<file path="config.mk">
export PLATFORM = sky130hd
export DESIGN_NAME = controlador_autenticacao
export DESIGN_NICKNAME = d
export VERILOG_FILES = /design/src/rtl/controlador_autenticacao_pkg.sv /design/src/rtl/controlador_autenticacao_contador.sv /design/src/rtl/controlador_autenticacao.sv
export SDC_FILE = /design/constraint.sdc
export NUM_CORES = 1
export LEC_CHECK = 0
export ABC_AREA = 0
export CORE_ASPECT_RATIO = 1.2
export CORE_MARGIN = 1.5
export CORE_UTILIZATION = 35
export DETAILED_ROUTE_END_ITERATION = 6
export GPL_ROUTABILITY_DRIVEN = 1
export GPL_TIMING_DRIVEN = 0
export SLEW_MARGIN = 10
export SYNTH_ARGS = -nofsm -noshare
export SYNTH_HDL_FRONTEND = slang
export SYNTH_SLANG_ARGS = --single-unit
</file>
<file path="constraint.sdc">
create_clock -name clk -period 1.9 [get_ports clk]
set_input_delay 0.38 -clock clk [delete_from_list [all_inputs] [get_ports clk]]
set_output_delay 0.38 -clock clk [all_outputs]
set_load 0.05 [all_outputs]
</file>
<file path="src/rtl/controlador_autenticacao_pkg.sv">
// Shared types and constants for the authentication controller.
// Holds the FSM state encoding, access-level constants, code width and
// the priority encoder that maps comparator outputs to a grant level.
package controlador_autenticacao_pkg;

  localparam int unsigned COD_W   = 6;
  localparam int unsigned AUT_W   = 3;
  localparam int unsigned NIVEL_W = 2;

  localparam logic [NIVEL_W-1:0] NIVEL_NENHUM = 2'd0;
  localparam logic [NIVEL_W-1:0] NIVEL_1      = 2'd1;
  localparam logic [NIVEL_W-1:0] NIVEL_2      = 2'd2;
  localparam logic [NIVEL_W-1:0] NIVEL_3      = 2'd3;

  typedef enum logic [2:0] {
    OCIOSO    = 3'd0,
    ESPERA    = 3'd1,
    CONCEDIDO = 3'd2,
    NEGADO    = 3'd3,
    BLOQUEIO  = 3'd4
  } estado_t;

  // Highest asserted AUT line wins.
  function automatic logic [NIVEL_W-1:0] codifica_nivel(input logic [AUT_W-1:0] aut);
    logic [NIVEL_W-1:0] nivel;
    if (aut[2])      nivel = NIVEL_3;
    else if (aut[1]) nivel = NIVEL_2;
    else if (aut[0]) nivel = NIVEL_1;
    else             nivel = NIVEL_NENHUM;
    return nivel;
  endfunction

endpackage

</file>
<file path="src/rtl/controlador_autenticacao_contador.sv">
// Down counter shared by the settle, lockout and grant timers.
// Ports:
//   clk, rst  - clock, asynchronous active-high reset
//   carga     - load valor (has priority over habilita)
//   valor     - load value
//   habilita  - decrement by one, stops at zero
//   zero_c    - combinational flag, count is zero
module contador_descendente #(
  parameter int unsigned W = 4
) (
  input  logic         clk,
  input  logic         rst,
  input  logic         carga,
  input  logic [W-1:0] valor,
  input  logic         habilita,
  output logic         zero_c
);

  logic [W-1:0] cnt;

  always_ff @(posedge clk or posedge rst) begin
    if (rst) begin
      cnt <= '0;
    end else if (carga) begin
      cnt <= valor;
    end else if (habilita && (cnt != '0)) begin
      cnt <= cnt - W'(1);
    end
  end

  assign zero_c = (cnt == '0);

endmodule

</file>
<file path="src/rtl/controlador_autenticacao.sv">
// Authentication controller: latches a user code, presents it to the
// external comparator, samples the AUT result after a settle time and
// grants access at a priority-encoded level, counting consecutive
// failures and enforcing a timed lockout.
// Optional build macro AUT_TIMEOUT_EN: grants expire after GRANT_CYCLES.
// Ports:
//   clk, rst   - clock, asynchronous active-high reset
//   codigo     - user code {A..F}, A = bit 5
//   confirmar  - one-cycle request to evaluate codigo
//   sair       - one-cycle request to end an active grant
//   aut        - comparator outputs {AUT3,AUT2,AUT1}
//   cod_out    - registered code driven to the comparator
//   acesso     - access granted
//   nivel      - granted level (0 none, 1..3)
//   negado     - one-cycle pulse on a non-locking failure
//   bloqueado  - lockout active
//   falhas     - consecutive failure count
//   ocupado    - controller not idle
module controlador_autenticacao
  import controlador_autenticacao_pkg::*;
#(
  parameter int unsigned MAX_TENT     = 3,
  parameter int unsigned LOCK_CYCLES  = 16,
  parameter int unsigned SETTLE       = 1,
  parameter int unsigned GRANT_CYCLES = 8
) (
  input  logic                            clk,
  input  logic                            rst,
  input  logic [COD_W-1:0]                codigo,
  input  logic                            confirmar,
  input  logic                            sair,
  input  logic [AUT_W-1:0]                aut,
  output logic [COD_W-1:0]                cod_out,
  output logic                            acesso,
  output logic [NIVEL_W-1:0]              nivel,
  output logic                            negado,
  output logic                            bloqueado,
  output logic [$clog2(MAX_TENT+1)-1:0]   falhas,
  output logic                            ocupado
);

  localparam int unsigned FALHAS_W = $clog2(MAX_TENT + 1);
  localparam int unsigned MAX_SL   = (SETTLE > LOCK_CYCLES) ? SETTLE : LOCK_CYCLES;
  localparam int unsigned CNT_MAX  = (MAX_SL > GRANT_CYCLES) ? MAX_SL : GRANT_CYCLES;
  // Counter is loaded with N-1 so that zero marks the last cycle of a phase.
  localparam int unsigned CNT_W    = (CNT_MAX > 1) ? $clog2(CNT_MAX) : 1;

  estado_t estado, estado_prox;

  logic [COD_W-1:0]    cod_d;
  logic                acesso_d;
  logic [NIVEL_W-1:0]  nivel_d;
  logic                negado_d;
  logic                bloqueado_d;
  logic [FALHAS_W-1:0] falhas_d;
  logic                ocupado_d;

  logic                cnt_carga;
  logic [CNT_W-1:0]    cnt_valor;
  logic                cnt_hab;
  logic                cnt_zero;

  logic                aut_ok;
  logic                ultima_falha;

  assign aut_ok       = (aut != '0);
  assign ultima_falha = (falhas == FALHAS_W'(MAX_TENT - 1));

  contador_descendente #(.W(CNT_W)) u_contador (
    .clk      (clk),
    .rst      (rst),
    .carga    (cnt_carga),
    .valor    (cnt_valor),
    .habilita (cnt_hab),
    .zero_c   (cnt_zero)
  );

  // State and output registers.
  always_ff @(posedge clk or posedge rst) begin
    if (rst) begin
      estado    <= OCIOSO;
      cod_out   <= '0;
      acesso    <= 1'b0;
      nivel     <= NIVEL_NENHUM;
      negado    <= 1'b0;
      bloqueado <= 1'b0;
      falhas    <= '0;
      ocupado   <= 1'b0;
    end else begin
      estado    <= estado_prox;
      cod_out   <= cod_d;
      acesso    <= acesso_d;
      nivel     <= nivel_d;
      negado    <= negado_d;
      bloqueado <= bloqueado_d;
      falhas    <= falhas_d;
      ocupado   <= ocupado_d;
    end
  end

  // Next-state logic.
  always_comb begin
    estado_prox = estado;
    case (estado)
      OCIOSO: begin
        if (confirmar) estado_prox = ESPERA;
      end
      ESPERA: begin
        if (cnt_zero) begin
          if (aut_ok)            estado_prox = CONCEDIDO;
          else if (ultima_falha) estado_prox = BLOQUEIO;
          else                   estado_prox = NEGADO;
        end
      end
      CONCEDIDO: begin
`ifdef AUT_TIMEOUT_EN
        if (sair || cnt_zero) estado_prox = OCIOSO;
`else
        if (sair) estado_prox = OCIOSO;
`endif
      end
      NEGADO: begin
        estado_prox = OCIOSO;
      end
      BLOQUEIO: begin
        if (cnt_zero) estado_prox = OCIOSO;
      end
      default: begin
        estado_prox = OCIOSO;
      end
    endcase
  end

  // Next values of the registered outputs and counter control.
  always_comb begin
    cod_d       = cod_out;
    acesso_d    = acesso;
    nivel_d     = nivel;
    negado_d    = 1'b0;
    bloqueado_d = bloqueado;
    falhas_d    = falhas;
    ocupado_d   = (estado_prox != OCIOSO);
    cnt_carga   = 1'b0;
    cnt_valor   = '0;
    cnt_hab     = 1'b0;

    case (estado)
      OCIOSO: begin
        if (confirmar) begin
          cod_d     = codigo;
          cnt_carga = 1'b1;
          cnt_valor = CNT_W'(SETTLE - 1);
        end
      end
      ESPERA: begin
        if (cnt_zero) begin
          if (aut_ok) begin
            acesso_d = 1'b1;
            nivel_d  = codifica_nivel(aut);
            falhas_d = '0;
`ifdef AUT_TIMEOUT_EN
            cnt_carga = 1'b1;
            cnt_valor = CNT_W'(GRANT_CYCLES - 1);
`endif
          end else if (ultima_falha) begin
            bloqueado_d = 1'b1;
            falhas_d    = FALHAS_W'(MAX_TENT);
            cod_d       = '0;
            cnt_carga   = 1'b1;
            cnt_valor   = CNT_W'(LOCK_CYCLES - 1);
          end else begin
            falhas_d = falhas + FALHAS_W'(1);
            negado_d = 1'b1;
            cod_d    = '0;
          end
        end else begin
          cnt_hab = 1'b1;
        end
      end
      CONCEDIDO: begin
`ifdef AUT_TIMEOUT_EN
        if (sair || cnt_zero) begin
`else
        if (sair) begin
`endif
          acesso_d = 1'b0;
          nivel_d  = NIVEL_NENHUM;
          cod_d    = '0;
        end else begin
          cnt_hab = 1'b1;
        end
      end
      BLOQUEIO: begin
        if (cnt_zero) begin
          bloqueado_d = 1'b0;
          falhas_d    = '0;
        end else begin
          cnt_hab = 1'b1;
        end
      end
      default: begin
      end
    endcase
  end

endmodule

</file>
-- Yosys cells after proc, flatten, opt, wreduce, memory -nomap -nowiden
Cells that the tools add are included.
- $add $sub $neg: 2
- $mul: 0
- divide/modulo/power cells: 0
- order comparisons: 0
- equal/unequal tests: 11
- shift operators: 0
- mux-type cells: 51
- bitwise logic cells: 0
- reductions and logical operators: 15
- operators by type and width (kind ; count):
    4-bit 2-to-1 mux ; 6
    6-bit 2-to-1 mux ; 4
    1-bit 2-to-1 mux ; 18
    2-bit 2-to-1 mux ; 9
    3-bit 2-to-1 mux ; 6
    6-bit one-hot mux with 3 select lines ; 1
    2-bit != test (second input constant) ; 7
    3-bit one-hot mux with 4 select lines ; 1
    5-bit AND reduction ; 2
    3-bit nonzero test ; 3
    1-bit one-hot mux with 2 select lines ; 4
    2-bit one-hot mux with 2 select lines ; 2
    2-bit nonzero test ; 3
    4-bit zero test ; 1
    4-bit AND reduction ; 1
    4-bit nonzero test ; 1
    4-bit by 1-bit subtractor with 4-bit output (second input constant) ; 1
    3-bit by 1-bit equality test with 1-bit output (second input constant) ; 1
    3-bit by 2-bit equality test with 1-bit output (second input constant) ; 1
    3-bit equality test (second input constant) ; 1
    3-bit zero test ; 1
    3-bit AND reduction ; 1
    2-bit by 1-bit adder with 2-bit output (second input constant) ; 1
    2-bit equality test (second input constant) ; 1
    2 further kinds ; 2
- flip-flop bits (word level): 21
- bits in latches: 0
- RAM bits: 0
- bits in read-only memories: 0
- bits of input ports: 13
- output and inout port bits: 14
- memories kept: 0

-- Logic depth before layout (Yosys ltp)
Gate-level depths: netlist (run 1).
- depth in word-level cells: 6
- mapped depth: 7
- mapped depth without buffers: 6

-- By module
Synthesis (run 1) repeated with hierarchy kept, for this count alone.
- cells, all modules: 137
- area, all modules: 1287.5 um2
- modules (own cells, without submodules) (module ; instances ; cells an instance ; area each (um2) ; sequential area each (um2)):
    controlador_autenticacao ; 1 ; 109 ; 1026.0 ; 425.4
    contador_descendente ; 1 ; 28 ; 261.5 ; 100.1

-- Worst setup path after synthesis (run 1)
Ideal clock, no wire load.
- kind: reg2reg
- start: register u_contador.cnt[0]
- end: register falhas[0]
- library setup time: 101 ps
- data arrival time: 1500 ps
- slack: 299 ps
- cell stages (with the launch flop): 7
- period minus slack after synthesis: 1601 ps
- cells stage by stage: dfrtp_1 -> inv_1 -> ha_1 -> or3b_1 -> nor3_2 -> nor2_1 -> o32ai_1
- longest elaborated chain between the ends: 3
- ends and longest elaborated chain (what ; RTL line ; RTL):
    start, declared ; controlador_autenticacao_contador.sv:19 ; logic [W-1:0] cnt;
    start signal, assigned ; controlador_autenticacao_contador.sv:25 ; cnt <= valor;
    start signal, assigned ; controlador_autenticacao_contador.sv:27 ; cnt <= cnt - W'(1);
    4-bit zero test (*) ; controlador_autenticacao_contador.sv:31 ; assign zero_c = (cnt == '0);
    2-bit != test (no source line) ; n/a ;
    3-bit AND reduction (no source line) (*) ; n/a ;
    end signal, assigned ; controlador_autenticacao.sv:96 ; falhas <= falhas_d;
    end, declared ; controlador_autenticacao.sv:38 ; output logic [$clog2(MAX_TENT+1)-1:0] falhas,
Every way passes the cells marked *; elsewhere a longest branch is shown, timed or not.
A chain may end at the register's enable or synchronous reset.

-- Worst setup path in the final report (run 1)
- start: register acesso
- end: output port acesso
- RTL lines (what ; RTL line ; RTL):
    start, declared ; controlador_autenticacao.sv:34 ; output logic acesso,
    start signal, assigned ; controlador_autenticacao.sv:92 ; acesso <= acesso_d;
No word-level cell between the ends.

==> metrics.md, run 1 <==
| Metric | Value |
|---|---|
| Global-route wire length before repair | between 4000 and 5000 um |
| Ordered cell list for the critical path | clkdlybuf4s50_1 |
| Initial DRT Pass Iterations | 4 |
| GP Congestion | around 0.75 |
| Leakage Power | a little over 0.0007 uW |
| Syn nets | 121 |
| Via count | 924 |
| Nets | 152 |
| Largest family of logic cells by synthesized area | compound AO/OA/AOI/OAI gates |
| Chip height | 64.0 um |
| Synth area leaders | dfrtp_1 48%, a22o_1 4.8%, ha_1 4.6% |
| Layout cell share with drive strength beyond 1 | 11.9% |
| Post-Synth Adder-Cell Area | 4.62% |
| Die area | 3440 um2 |
| Final worst-path cycle share | a little over nine tenths |
| TritonCTS clock tree | yes |
| Crit path required time | ~1.5 ns |
| WP buf/inv | 1 |
| Storage cell area | 526 um2 |
| Htree depth | 1 |
| Pre-CTS setup slack | -0.272 ns |
| Post-Synth Simple-Gate Area | 20.7% |
| CTS Buffer Depth | 2 |
| Yosys warnings | 0 |
| Layout Skew | 0.00541 ns |
| Grt met3 use | about 2.8% |
| List of most frequent post-synthesis cells | 21 x dfrtp_1, 7 x o21ai_0 |
| Worst Path Arrival | 1.47 ns |
| Global routing's busiest layer | met2 |
| Pwr dens | 1690 nW/um2 |
| Max-Cap Viols | 0 |
| Synth area leader | dfrtp_1 |
| Setup bufs post-CTS | 0 |
| N_diodes | 0 |
| Final setup fails | 0 |
| Final Max Slew Viols | 0 |
| Vias in the first global route | 932 |
| Root buf cell | clkbuf_4 |
| Mapped Avg Cell Area | 10.4 um2 |
| Slowest stage delay, CP | 0.80 ns |
| Num rows | 21 |
| RSZ-0062 raised after global routing | false |
| Synth top area share | around half |
| Fmax | around 540 MHz |
| Slew headroom | 45.8% |
| Starting Density | 37.8% |
| Sequential fraction of the synthesis area | 48.5% |
| Synth Area in Compound Gates | 21.4% |
| Largest net degree at the start of global routing | 22 |
| Critical Path Fanout Max | 2 |
| Min Tclk post-route | 1.85 ns |
| Worst path slowest cell | clkdlybuf4s50_1 |
| EDFF count, synth | 0 |
| GRT Residual Overflow | 0 |
| IO buf count | 26 |
| DR vias/cell | 5.50 |
| Worst setup EP type | output port |
| CTS Hold Bufs | 0 |
| Xor and xnor area share after synthesis | 0% |
| Worst hold margin | between 0.5 and 0.6 ns |
| Num Clock Sinks | 21 |
| Residual DRC count | 0 |
| Worst slew pin tran | 0.813 ns |
| GRT Total Usage | 16.2% |
| Reg clk slew, reported paths | between 0.1 and 0.15 ns |
| HP Class | flip-flop to flip-flop |
| Area occupied by multi-input gates | 528 um2 |
| Grt met2 use | 25.0% |
| WL per Instance | 14.2 um |
| Clk Latency, worst-skew pair | approximately 0.30 ns |
| GR Util met1 | a little over a fifth |
| Core ar. | 2860 um2 |
| Family with the most delay on the worst path | buffers and inverters |
| Ports | 27 |
| DP HPWL | 1750 um |
| Multiplexer area fraction after synthesis | 0.924% |
| Power, Total | roughly 2400 uW |
| Worst vdd ir | 0.000815 V |
| Antenna viol nets, final | 0 |
| Count leader, synth | dfrtp_1 |
| Die width | 53.8 um |
| Mapped cell area | 1080 um2 |
| Dpl cell area | 1390 um2 |
| Final Hold Viols | 0 |
| Final instance area | 1450 um2 |
| DR iter-0 viols | 29 |
| Drt total wl | 2380 um |
| Final core area utilization | between 50% and 60% |
| Asr flop ratio synth | 100% |
| Post-Synthesis Cells | 104 |
| Leading register cell type out of synthesis | dfrtp_1 |
| Critical path class | flip-flop to output port |
| Synth-to-layout area growth | 33.4% |
| Outcome | complete, no violations |
| Crit start category | flip-flop |
| Cts bufs inserted | 3 |
| Worst setup margin | 0.0535 ns |
| Library cells used by synthesis | 37 |
| Fill cells | 262 |
| Initial antenna violation count | 0 |
| Yosys reg bits | 21 |
## routing by layer
| metal | vias to the layer above | wire length (um) |
|---|---|---|
| met1 | 456 | 1140 |
| met3 | 2 | 63 |
| met2 | 16 | 1160 |
| li1 | 450 | - |
| met5 | - | 0 |
| met4 | 0 | 15 |
## per-stage QoR
stage	cells	TNS, ns
floorplan	104	0
global placement	164	-1.87
detailed placement	164	-1.97
CTS	168	0
global route	168	0
finish	168	0
## path summary, 6_finish.rpt
path | from | endpoint | slack (ns) | cells past startpoint
worst max-delay path | acesso | acesso | 0.05 | 1
worst min-delay path | cod_out[3] | cod_out[3] | 0.50 | 1
worst max register to register | u_contador.cnt[0] | ocupado | 0.16 | 7
worst min register to register | cod_out[3] | cod_out[3] | 0.50 | 1
max in group asynchronous | rst | cod_out[2] | 0.87 | 2
min in group asynchronous | rst | u_contador.cnt[0] | 0.53 | 2
## cell usage in the layout (no fill, tap or decap), drive strengths merged, types with 2 or more instances in the layout
cell type	instances
a21oi	3
a22o	6
a31oi	2
buf	3
clkbuf	5
clkdlybuf4s50	16
dfrtp	21
dlygate4sd2	2
dlymetal6s2s	8
ha	4
inv	6
nand2	6
nand3	2
nor2	6
nor3	5
nor3b	4
o211ai	4
o21ai	7
o2bb2ai	2
o31ai	2
or3	2
or3b	2
or4	2
## final cells by class
class / instances / area share, %
clock buffer: 4 / 1.82
multi-input combinational: 73 / 36.5
tap: 34 / 2.94
timing repair buffer: 26 / 19.2
sequential: 21 / 36.4
buffer: 4 / 1.56
inverter: 6 / 1.56
## what timing repair did
| item | CTS | global route |
|---|---|---|
| resized for setup | 2 | 12 |
| setup endpoints to repair | 2 | 17 |
| hold endpoints to repair | 0 | 0 |
| cloned | 0 | 0 |
## report_power, final
group	internal [uW]	switching [uW]
logic	582	925
clock network	81.7	128
registers	625	107
## cell families (layout without fill, tap and decap cells)
| group | count (synthesis) | after routing |
|---|---|---|
| simple gates | 36 | 36 |
| buf+inv | 10 | 40 |
| compound gates | 32 | 32 |
| mux | 1 | 1 |
| fa+ha+maj | 4 | 4 |
| flops | 21 | 21 |
## sequential cells by signal, indices dropped and copies added, names as in the netlist
signal,count
acesso,1
ocupado,1
negado,1
bloqueado,1
falhas,2
nivel,2
estado,3
u_contador.cnt,4
cod_out,6
No activity file was read; power rests on OpenSTA's default activity.
==> run 2: changes to the inputs <==
--- a/config.mk
+++ b/config.mk
@@ -5,7 +5,7 @@
 export SDC_FILE = /design/constraint.sdc
 export NUM_CORES = 1
 export LEC_CHECK = 0
-export ABC_AREA = 0
+export ABC_AREA = 1
 export CORE_ASPECT_RATIO = 1.2
 export CORE_MARGIN = 1.5
 export CORE_UTILIZATION = 35
==> run 2 against run 1 <==
  * Core utilization decreased by 2.3 points
  * Clock power increased by 4%
  * Total power increased by 12%
  * Maximum frequency decreased by 0.84%
  * Synthesized area increased by 6.0%
  * Count of clock-buffer cells in the layout decreased by 1
  * Synthesized cell count increased by 46%
  * First-iteration DRC count increased by 14%
  * Wire length decreased by 0.25%
  * Critical path type unchanged
  * Largest power group unchanged
==> metrics.md, run 2 <==
| Metric | Value |
|---|---|
| Outcome | complete, no violations |
| Reg-to-Reg Start | u_contador.cnt[0] |
| Pwr dens | 1850 nW/um2 (+9.1%) |
| TritonCTS clock tree | yes |
| Max-Cap Viols | 0 (unchanged) |
| Clk Latency, worst-skew pair | 0.30 ns (about the same) |
| Slew headroom | 46.8% (+1.0 points) |
| Vias in the first global route | 983 (+5.5%) |
| Final Max Slew Viols | 0 (unchanged) |
| Cts bufs inserted | 3 (unchanged) |
| Final Hold Viols | 0 (unchanged) |
| HP Start | cod_out[5] |
| Leakage Power | 0.000830 uW (+17%) |
| Most frequent cells in the layout | 44 x nand2_1, 23 x clkdlybuf4s50_1, 21 x dfrtp_1 |
| GRT Residual Overflow | 0 (unchanged) |
| Largest net degree at the start of global routing | 22 (unchanged) |
| Yosys warnings | 0 (unchanged) |
| DR vias/cell | 4.75 (-14%) |
| Reg clk slew, reported paths | 0.12 ns (about the same) |
| Residual DRC count | 0 (unchanged) |
| GRT Total Usage | 14.1% (-2.1 points) |
| Critical path class | flip-flop to output port |
| Largest Register | cod_out |
| Num Clock Sinks | 21 (unchanged) |
| WL per Instance | 10.9 um (-23%) |
| Fill cells | 326 (+24%) |
| Mapped cell area | 1150 um2 (+6.0%) |
| Commonest non-fill, non-tap cell in the layout | nand2_1 |
| Family with the most delay on the worst path | buffers and inverters |
| Crit start category | flip-flop |
| Final worst-path cycle share | 98.0% (+0.83 points) |
| Count leader, synth | nand2_1 |
| R2R Setup Slk | 0.33 ns (+0.17 ns) |
| Num rows | 22 (+4.8%) |
| Mapped Avg Cell Area | 7.56 um2 (-27%) |
| Nets | 200 (+32%) |
| HP Class | flip-flop to flip-flop |
| Fmax | 537 MHz (-0.84%) |
| Worst setup EP type | output port |
| Setup TNS | 0 ns (unchanged) |
| Starting Density | 37.3% (-0.58 points) |
| Min Tclk post-route | 1.86 ns (+0.0157 ns) |
| Sequential fraction of the synthesis area | 45.8% (-2.7 points) |
| Layout Skew | 0.00409 ns (-0.00131 ns) |
| WP buf/inv | 1 (unchanged) |
| Die width | 55.3 um (+2.8%) |
| GP Congestion | 0.763 (+2.2%) |
| Layout cell share with drive strength beyond 1 | 8.79% (-3.1 points) |
| Max reg flops | 6 (unchanged) |
| Asr flop ratio synth | 100% (unchanged) |
| Top Registers | cod_out x6, u_contador.cnt x4, estado x3 |
| Crit path required time | 1.52 ns (about the same) |
| Synth area leaders | dfrtp_1 46%, nand2_1 14%, nand3_1 8.3% |
| Library cells used by synthesis | 19 (-49%) |
| RSZ-0062 raised after global routing | false |
| Worst path slowest cell | clkdlybuf4s50_1 |
| N_diodes | 0 (unchanged) |
| Initial antenna violation count | 0 (unchanged) |
| Worst hold margin | 0.484 ns (-0.0192 ns) |
| Final setup fails | 0 (unchanged) |
| Worst slew pin tran | 0.797 ns (-0.0154 ns) |
| Core ar. | 3080 um2 (+7.6%) |
| List of most frequent post-synthesis cells | 44 x nand2_1, 21 x dfrtp_1, 20 x inv_1 |
| CTS Buffer Depth | 2 (unchanged) |
| Setup bufs post-CTS | 0 (unchanged) |
| Antenna viol nets, final | 0 (unchanged) |
| Syn nets | 169 (+40%) |
| IO buf count | 26 (unchanged) |
| Initial DRT Pass Iterations | 4 (unchanged) |
| Synth top area share | 45.8% (-2.7 points) |
| Synth-to-layout area growth | 29.3% |
| Via count | 1036 (+12%) |
| Leading register cell type out of synthesis | dfrtp_1 |
| Htree depth | 1 (unchanged) |
| Global-route wire length before repair | 4110 um (-0.68%) |
| Ordered cell list for the critical path | clkdlybuf4s50_1 |
| Ports | 27 (unchanged) |
| Post-Synthesis Cells | 152 (+46%) |
| Root buf cell | clkbuf_4 |
| Crit path launch | acesso |
| Synth area leader | dfrtp_1 |
| Chip height | 65.8 um (+2.8%) |
| DR iter-0 viols | 33 (+14%) |
| Worst Path Arrival | 1.48 ns (about the same) |
| EDFF count, synth | 0 (unchanged) |
| DP HPWL | 1840 um (+5.0%) |
| Yosys reg bits | 21 (unchanged) |
| Worst vdd ir | 0.000942 V (+16%) |
| Drt total wl | 2380 um (-0.25%) |
| Slowest stage delay, CP | 0.80 ns (about the same) |
| Die area | 3640 um2 (+5.7%) |
| Critical Path Fanout Max | 2 (unchanged) |
==> run 2: worst paths after layout <==
check,to,cells after the start
setup / recovery,acesso,1
hold / removal,cod_out[5],2
setup reg to reg,cod_out[4],9
hold reg to reg,cod_out[5],2
max in group asynchronous,cod_out[4],2
min in group asynchronous,cod_out[2],2
==> run 2: final cells by class <==
type,instances,area (um2),area share (%)
multi-input cells,109,541,36.4
flip-flops and latches,21,526,35.4
repair buffers,26,264,17.8
inverters,22,82.6,5.56
well taps,36,45.0,3.03
clock buffers,3,22.5,1.52
clock inverters,1,5.00,0.337
==> run 2: what timing repair did <==
item / in CTS / in global routing
setup endpoints to repair: 1 / 2
resized for setup: 1 / 2
pin swaps: 0 / 0
hold buffers: 0 / 0
==> run 2: through the flow <==
stage	setup WS, ns	total power, uW	instances	utilization (%)	instance area [um2]
2_1_floorplan	0.375	2080	152	-	1150
3_3_place_gp	0.0718	2520	214	47.2	1450
3_5_place_dp	0.0639	2560	214	47.2	1450
4_1_cts	0.0138	2780	218	48.0	1480
5_1_grt	0.000696	2990	218	48.2	1490
6_report	0.0378	2740	218	48.2	1490
==> run 2: logic make-up (layout without fill, tap and decap cells) <==
group | after synthesis | after routing | share of synthesized area, %
simple gates | 95 | 95 | 37.6
buf+inv | 22 | 52 | 7.19
flops | 21 | 21 | 45.8
compound gates | 9 | 9 | 4.36
fa+ha+maj | 4 | 4 | 4.36
xor+xnor | 1 | 1 | 0.763
==> run 2: worst register-to-register path, delay by kind of cell (launching register included) <==
family | cells | cell delay [ns]
adder cells (fa/ha/maj) | 1 | 0.16
buffers and inverters | 1 | 0.13
flip-flops | 1 | 0.40
AND/OR/NAND/NOR | 7 | 0.78
==> run 2: routing by layer <==
| layer | up-vias | wire length (um) | GRT usage, % |
|---|---|---|---|
| li1 | 538 | - | - |
| met1 | 469 | 1040 | 16.7 |
| met2 | 25 | 1190 | 25.0 |
| met3 | 4 | 117 | 2.36 |
| met4 | 0 | 29 | 6.10 |
| met5 | - | 0 | 0 |
==> run 2: where the power goes <==
part	total [uW]	leakage [uW]	internal [uW]	switching, uW
Sequential	755	0.000267	635	119
Clock	217	0.0000177	78.4	139
Combinational	1770	0.000546	566	1210
==> run 3: changes to the inputs <==
--- a/config.mk
+++ b/config.mk
@@ -6,6 +6,7 @@
 export NUM_CORES = 1
 export LEC_CHECK = 0
 export ABC_AREA = 1
+export CAP_MARGIN = 20
 export CORE_ASPECT_RATIO = 1.2
 export CORE_MARGIN = 1.5
 export CORE_UTILIZATION = 35
==> results of run 3 <==
Final layout, timing and power as in run 2 (identical DEF).
==> variant 1 (settings of run 1) <==
The 5 values of `estado_t` get a one-hot encoding in 5 bits.
--- a/src/rtl/controlador_autenticacao_pkg.sv
+++ b/src/rtl/controlador_autenticacao_pkg.sv
@@ -12,12 +12,12 @@
   localparam logic [NIVEL_W-1:0] NIVEL_2      = 2'd2;
   localparam logic [NIVEL_W-1:0] NIVEL_3      = 2'd3;
 
-  typedef enum logic [2:0] {
-    OCIOSO    = 3'd0,
-    ESPERA    = 3'd1,
-    CONCEDIDO = 3'd2,
-    NEGADO    = 3'd3,
-    BLOQUEIO  = 3'd4
+  typedef enum logic [4:0] {
+    OCIOSO    = 5'b00001,
+    ESPERA    = 5'b00010,
+    CONCEDIDO = 5'b00100,
+    NEGADO    = 5'b01000,
+    BLOQUEIO  = 5'b10000
   } estado_t;
 
   // Highest asserted AUT line wins.
Behaviour: same outputs for any inputs over 10 cycles, from zero or initial values and one cycle with rst high; not proved beyond that.
==> variant 1 against run 1 <==
The run now ends with DRC left; cell area up 19%; setup slack better by 25 ps; critical path depth unchanged; sequential cell count up 2; total power up 14%; critical endpoint is now falhas[1]; routed wire length up 31%; core utilization down 0.075 points; area after synthesis up 18%.
==> variant 1: results <==
{
  "maxSlewHeadroom_pct": 40.2,
  "wl_per_cell_um": 16.2,
  "p_leak_nw": 0.723,
  "buf_share_pct": 20.2,
  "synth_seq_cells": 23,
  "yosysSeqAreaShare_pct": 45.2,
  "coreArea_sq_mm": 0.00342,
  "n_all_inverters": 7,
  "ir_worst_vdd_mv": 0.619,
  "failed_checks": "DRC",
  "signal_buffers": 37,
  "path_clk_slew_ps": 90,
  "synth.distinct_cells": 42,
  "area_growth_syn_to_layout_pct": 35.3,
  "num-fill-cells": 334,
  "synth.avg_cell_area_sq_um": 10.5,
  "drc": 3,
  "avgViaCountPerCell": 5.78,
  "synth.net_count": 136,
  "grt_max_degree": 24,
  "dp_worst_setup_slack_ps": -287,
  "seqCellArea_sq_um": 578,
  "fin_skew_ps": 1.85,
  "gp_congestion": 0.762,
  "synth.area.top_cells": "dfrtp_1 43%, a22o_1 4.1%, o21ai_0 3.5%",
  "synthTopCellsByCount": "22 x dfrtp_1, 9 x nor2_1, 9 x o21ai_0",
  "grt_pass1_vias": 1160,
  "first_iter_violations": 41,
  "dp_hpwl_mm": 2.17,
  "finalNetCount": 172,
  "reg.largest.list": "cod_out: 6 flops, estado: 5 flops, u_contador.cnt: 4 flops",
  "outcome": "finished with violations",
  "postPlaceCellArea_sq_mm": 0.00158,
  "synth.area.mux_share_pct": 0.883,
  "multi_input_gates": 85,
  "multi_input_area_share_pct": 39.4,
  "grt_use_total_pct": 17.0,
  "fin_cells": 193,
  "worstPathMaxFanout": 3
}
variant 1: worst paths after layout:
kind	slack, ps	end	startpoint	depth (start not counted)
max	80	falhas[1]	falhas[1]	1
max reg2reg	100	cod_out[1]	u_contador.cnt[0]	6
min in group asynchronous	610	estado[2]	rst	2
min	510	nivel[1]	nivel[1]	2
min reg2reg	510	nivel[1]	nivel[1]	2
max in group asynchronous	680	falhas[1]	rst	2
variant 1: layer usage:
| layer | routed length (um) | GRT usage, % | vias up |
|---|---|---|---|
| met5 | 0 | 0 | - |
| met4 | 44 | 6.72 | 0 |
| met3 | 94 | 2.44 | 6 |
| met2 | 1640 | 28.2 | 26 |
| met1 | 1350 | 21.8 | 553 |
| li1 | - | - | 531 |
variant 1: repair_timing:
action,4_1_cts,5_1_grt
pin swaps,2,2
gates resized for setup,8,10
setup buffers,4,3
endpoints found under the setup margin,16,16
variant 1: where the power goes:
group	leakage (nW)	switching [mW]	internal (mW)
logic	0.412	0.990	0.707
clock network	0.0255	0.164	0.146
registers	0.285	0.116	0.661
==> variant 2 (flow settings as in run 1) <==
Without the edit above. Change the parameter `MAX_TENT` from 3 to 5.
--- a/src/rtl/controlador_autenticacao.sv
+++ b/src/rtl/controlador_autenticacao.sv
@@ -19,7 +19,7 @@
 module controlador_autenticacao
   import controlador_autenticacao_pkg::*;
 #(
-  parameter int unsigned MAX_TENT     = 3,
+  parameter int unsigned MAX_TENT     = 5,
   parameter int unsigned LOCK_CYCLES  = 16,
   parameter int unsigned SETTLE       = 1,
   parameter int unsigned GRANT_CYCLES = 8
Ports: changed (resized falhas); port bits go from 27 to 28. No check against the original RTL was run, so the function may have changed too.
==> variant 2 against run 1 <==
Setup slack worse by 16 ps; first-iteration DRC count down 3.4%; area after synthesis up 18%; sequential cell count up 1; cell area up 19%; combinational power up 26%; total power up 24%; sequential share of layout area down 4.2 points; worst hold slack better by 2.6 ps; routed wire length up 22%; critical path type unchanged; critical endpoint is now falhas[1].
==> variant 2: results <==
{
  "crit_path_max_incr_delay_ps": 820,
  "grt_pass1_vias": 1098,
  "outcome": "finished, final reports clean",
  "p_leak_nw": 0.825,
  "clock-root-buffer": "clkbuf_8",
  "path_clk_slew_ps": 80,
  "vias": 1088,
  "fin_skew_ps": 2.75,
  "finalWirelength_mm": 2.90,
  "finalNetCount": 181,
  "synth_cells": 131,
  "synth.area.top_cells": "dfrtp_1 43%, mux2i_1 5.5%, nand2_1 5.0%",
  "drive_above_1_share_pct": 14.1,
  "dp_hpwl_mm": 2.15,
  "post-place-cells": 195,
  "num-fill-cells": 328,
  "area_growth_syn_to_layout_pct": 33.4,
  "synthTopCellsByCount": "22 x dfrtp_1, 17 x nand2_1, 16 x inv_1",
  "worstPathMaxFanout": 4,
  "diodes": 0,
  "grt_pass1_wl_mm": 4.84,
  "dr.pass1.iters": 6,
  "synth.distinct_cells": 42,
  "grt_use_total_pct": 15.0,
  "ir_worst_vdd_mv": 0.758,
  "maxSlewHeadroom_pct": 43.6,
  "clk_latency_ps": 260,
  "synth.net_count": 148,
  "postPlaceCellArea_sq_mm": 0.00160,
  "yosysSeqAreaShare_pct": 42.9,
  "fin_cells": 200,
  "first_iter_violations": 28
}
variant 2: changes by cell type after synthesis, sizes merged, moves of 3 or more:
cell,change
a22o,-6
and3,+3
nand2,+11
nand3,+3
inv,+10
o211ai,-3
mux2i,+6
variant 2: final cells by class:
cell class	count	area share, %
Buffer	3	1.39
Clock buffer	4	3.21
Inverter	16	3.51
Multi-Input combinational cell	89	40.1
Sequential cell	22	32.1
Tap cell	37	2.70
Timing Repair Buffer	29	16.9
variant 2: timing repair:
action | CTS | global route
resized for setup | 0 | 9
endpoints found under the setup margin | 0 | 12
buffers inserted | 0 | 2
variant 2: worst paths after layout:
check                                         end         startpoint  slack (ps)  cells after the start
worst max register to register            ocupado  u_contador.cnt[0]         100                      6
min in group asynchronous                nivel[1]                rst         590                      2
max in group asynchronous       u_contador.cnt[3]                rst         790                      2
worst max-delay path                    falhas[1]          falhas[1]          40                      1
worst min register to register             acesso             acesso         510                      2
worst min-delay path                       acesso             acesso         510                      2
variant 2: cell families after synthesis:
kind of cell    synth area share, %
buf+inv                        6.82
flops                          42.9
simple gates                   23.0
xor+xnor                       2.05
fa+ha+maj                      3.90
mux                            6.34
compound gates                 15.0
variant 2: stage by stage:
step	setup WS, ps	hold slack, ps
floorplan	238	369
detailed placement	-221	477
CTS	0.301	498
finish	37.4	506
global placement	-202	464
global route	-0.378	540
variant 2: worst min-delay path, delay by kind of cell, from the launching register on:
family	cells	cell delay [ps]
flip-flops	1	350
AND/OR/NAND/NOR	2	130
variant 2: per-layer routing:
metal / vias up / global-route usage [%] / wire length [um]
li1: 522 / - / -
met1: 536 / 18.0 / 1220
met2: 28 / 26.5 / 1530
met3: 2 / 2.80 / 135
met4: 0 / 4.65 / 14
met5: - / 0 / 0
variant 2: power by group through the flow:
| stage | combinational, mW | sequential, mW | clock [mW] |
|---|---|---|---|
| after floorplan | 0.921 | 1.20 | 0 |
| after global placement | 1.77 | 0.791 | 0 |
| after detailed placement | 1.80 | 0.800 | 0 |
| after CTS | 1.81 | 0.792 | 0.339 |
| after global routing | 2.06 | 0.822 | 0.358 |
| final | 1.90 | 0.800 | 0.334 |
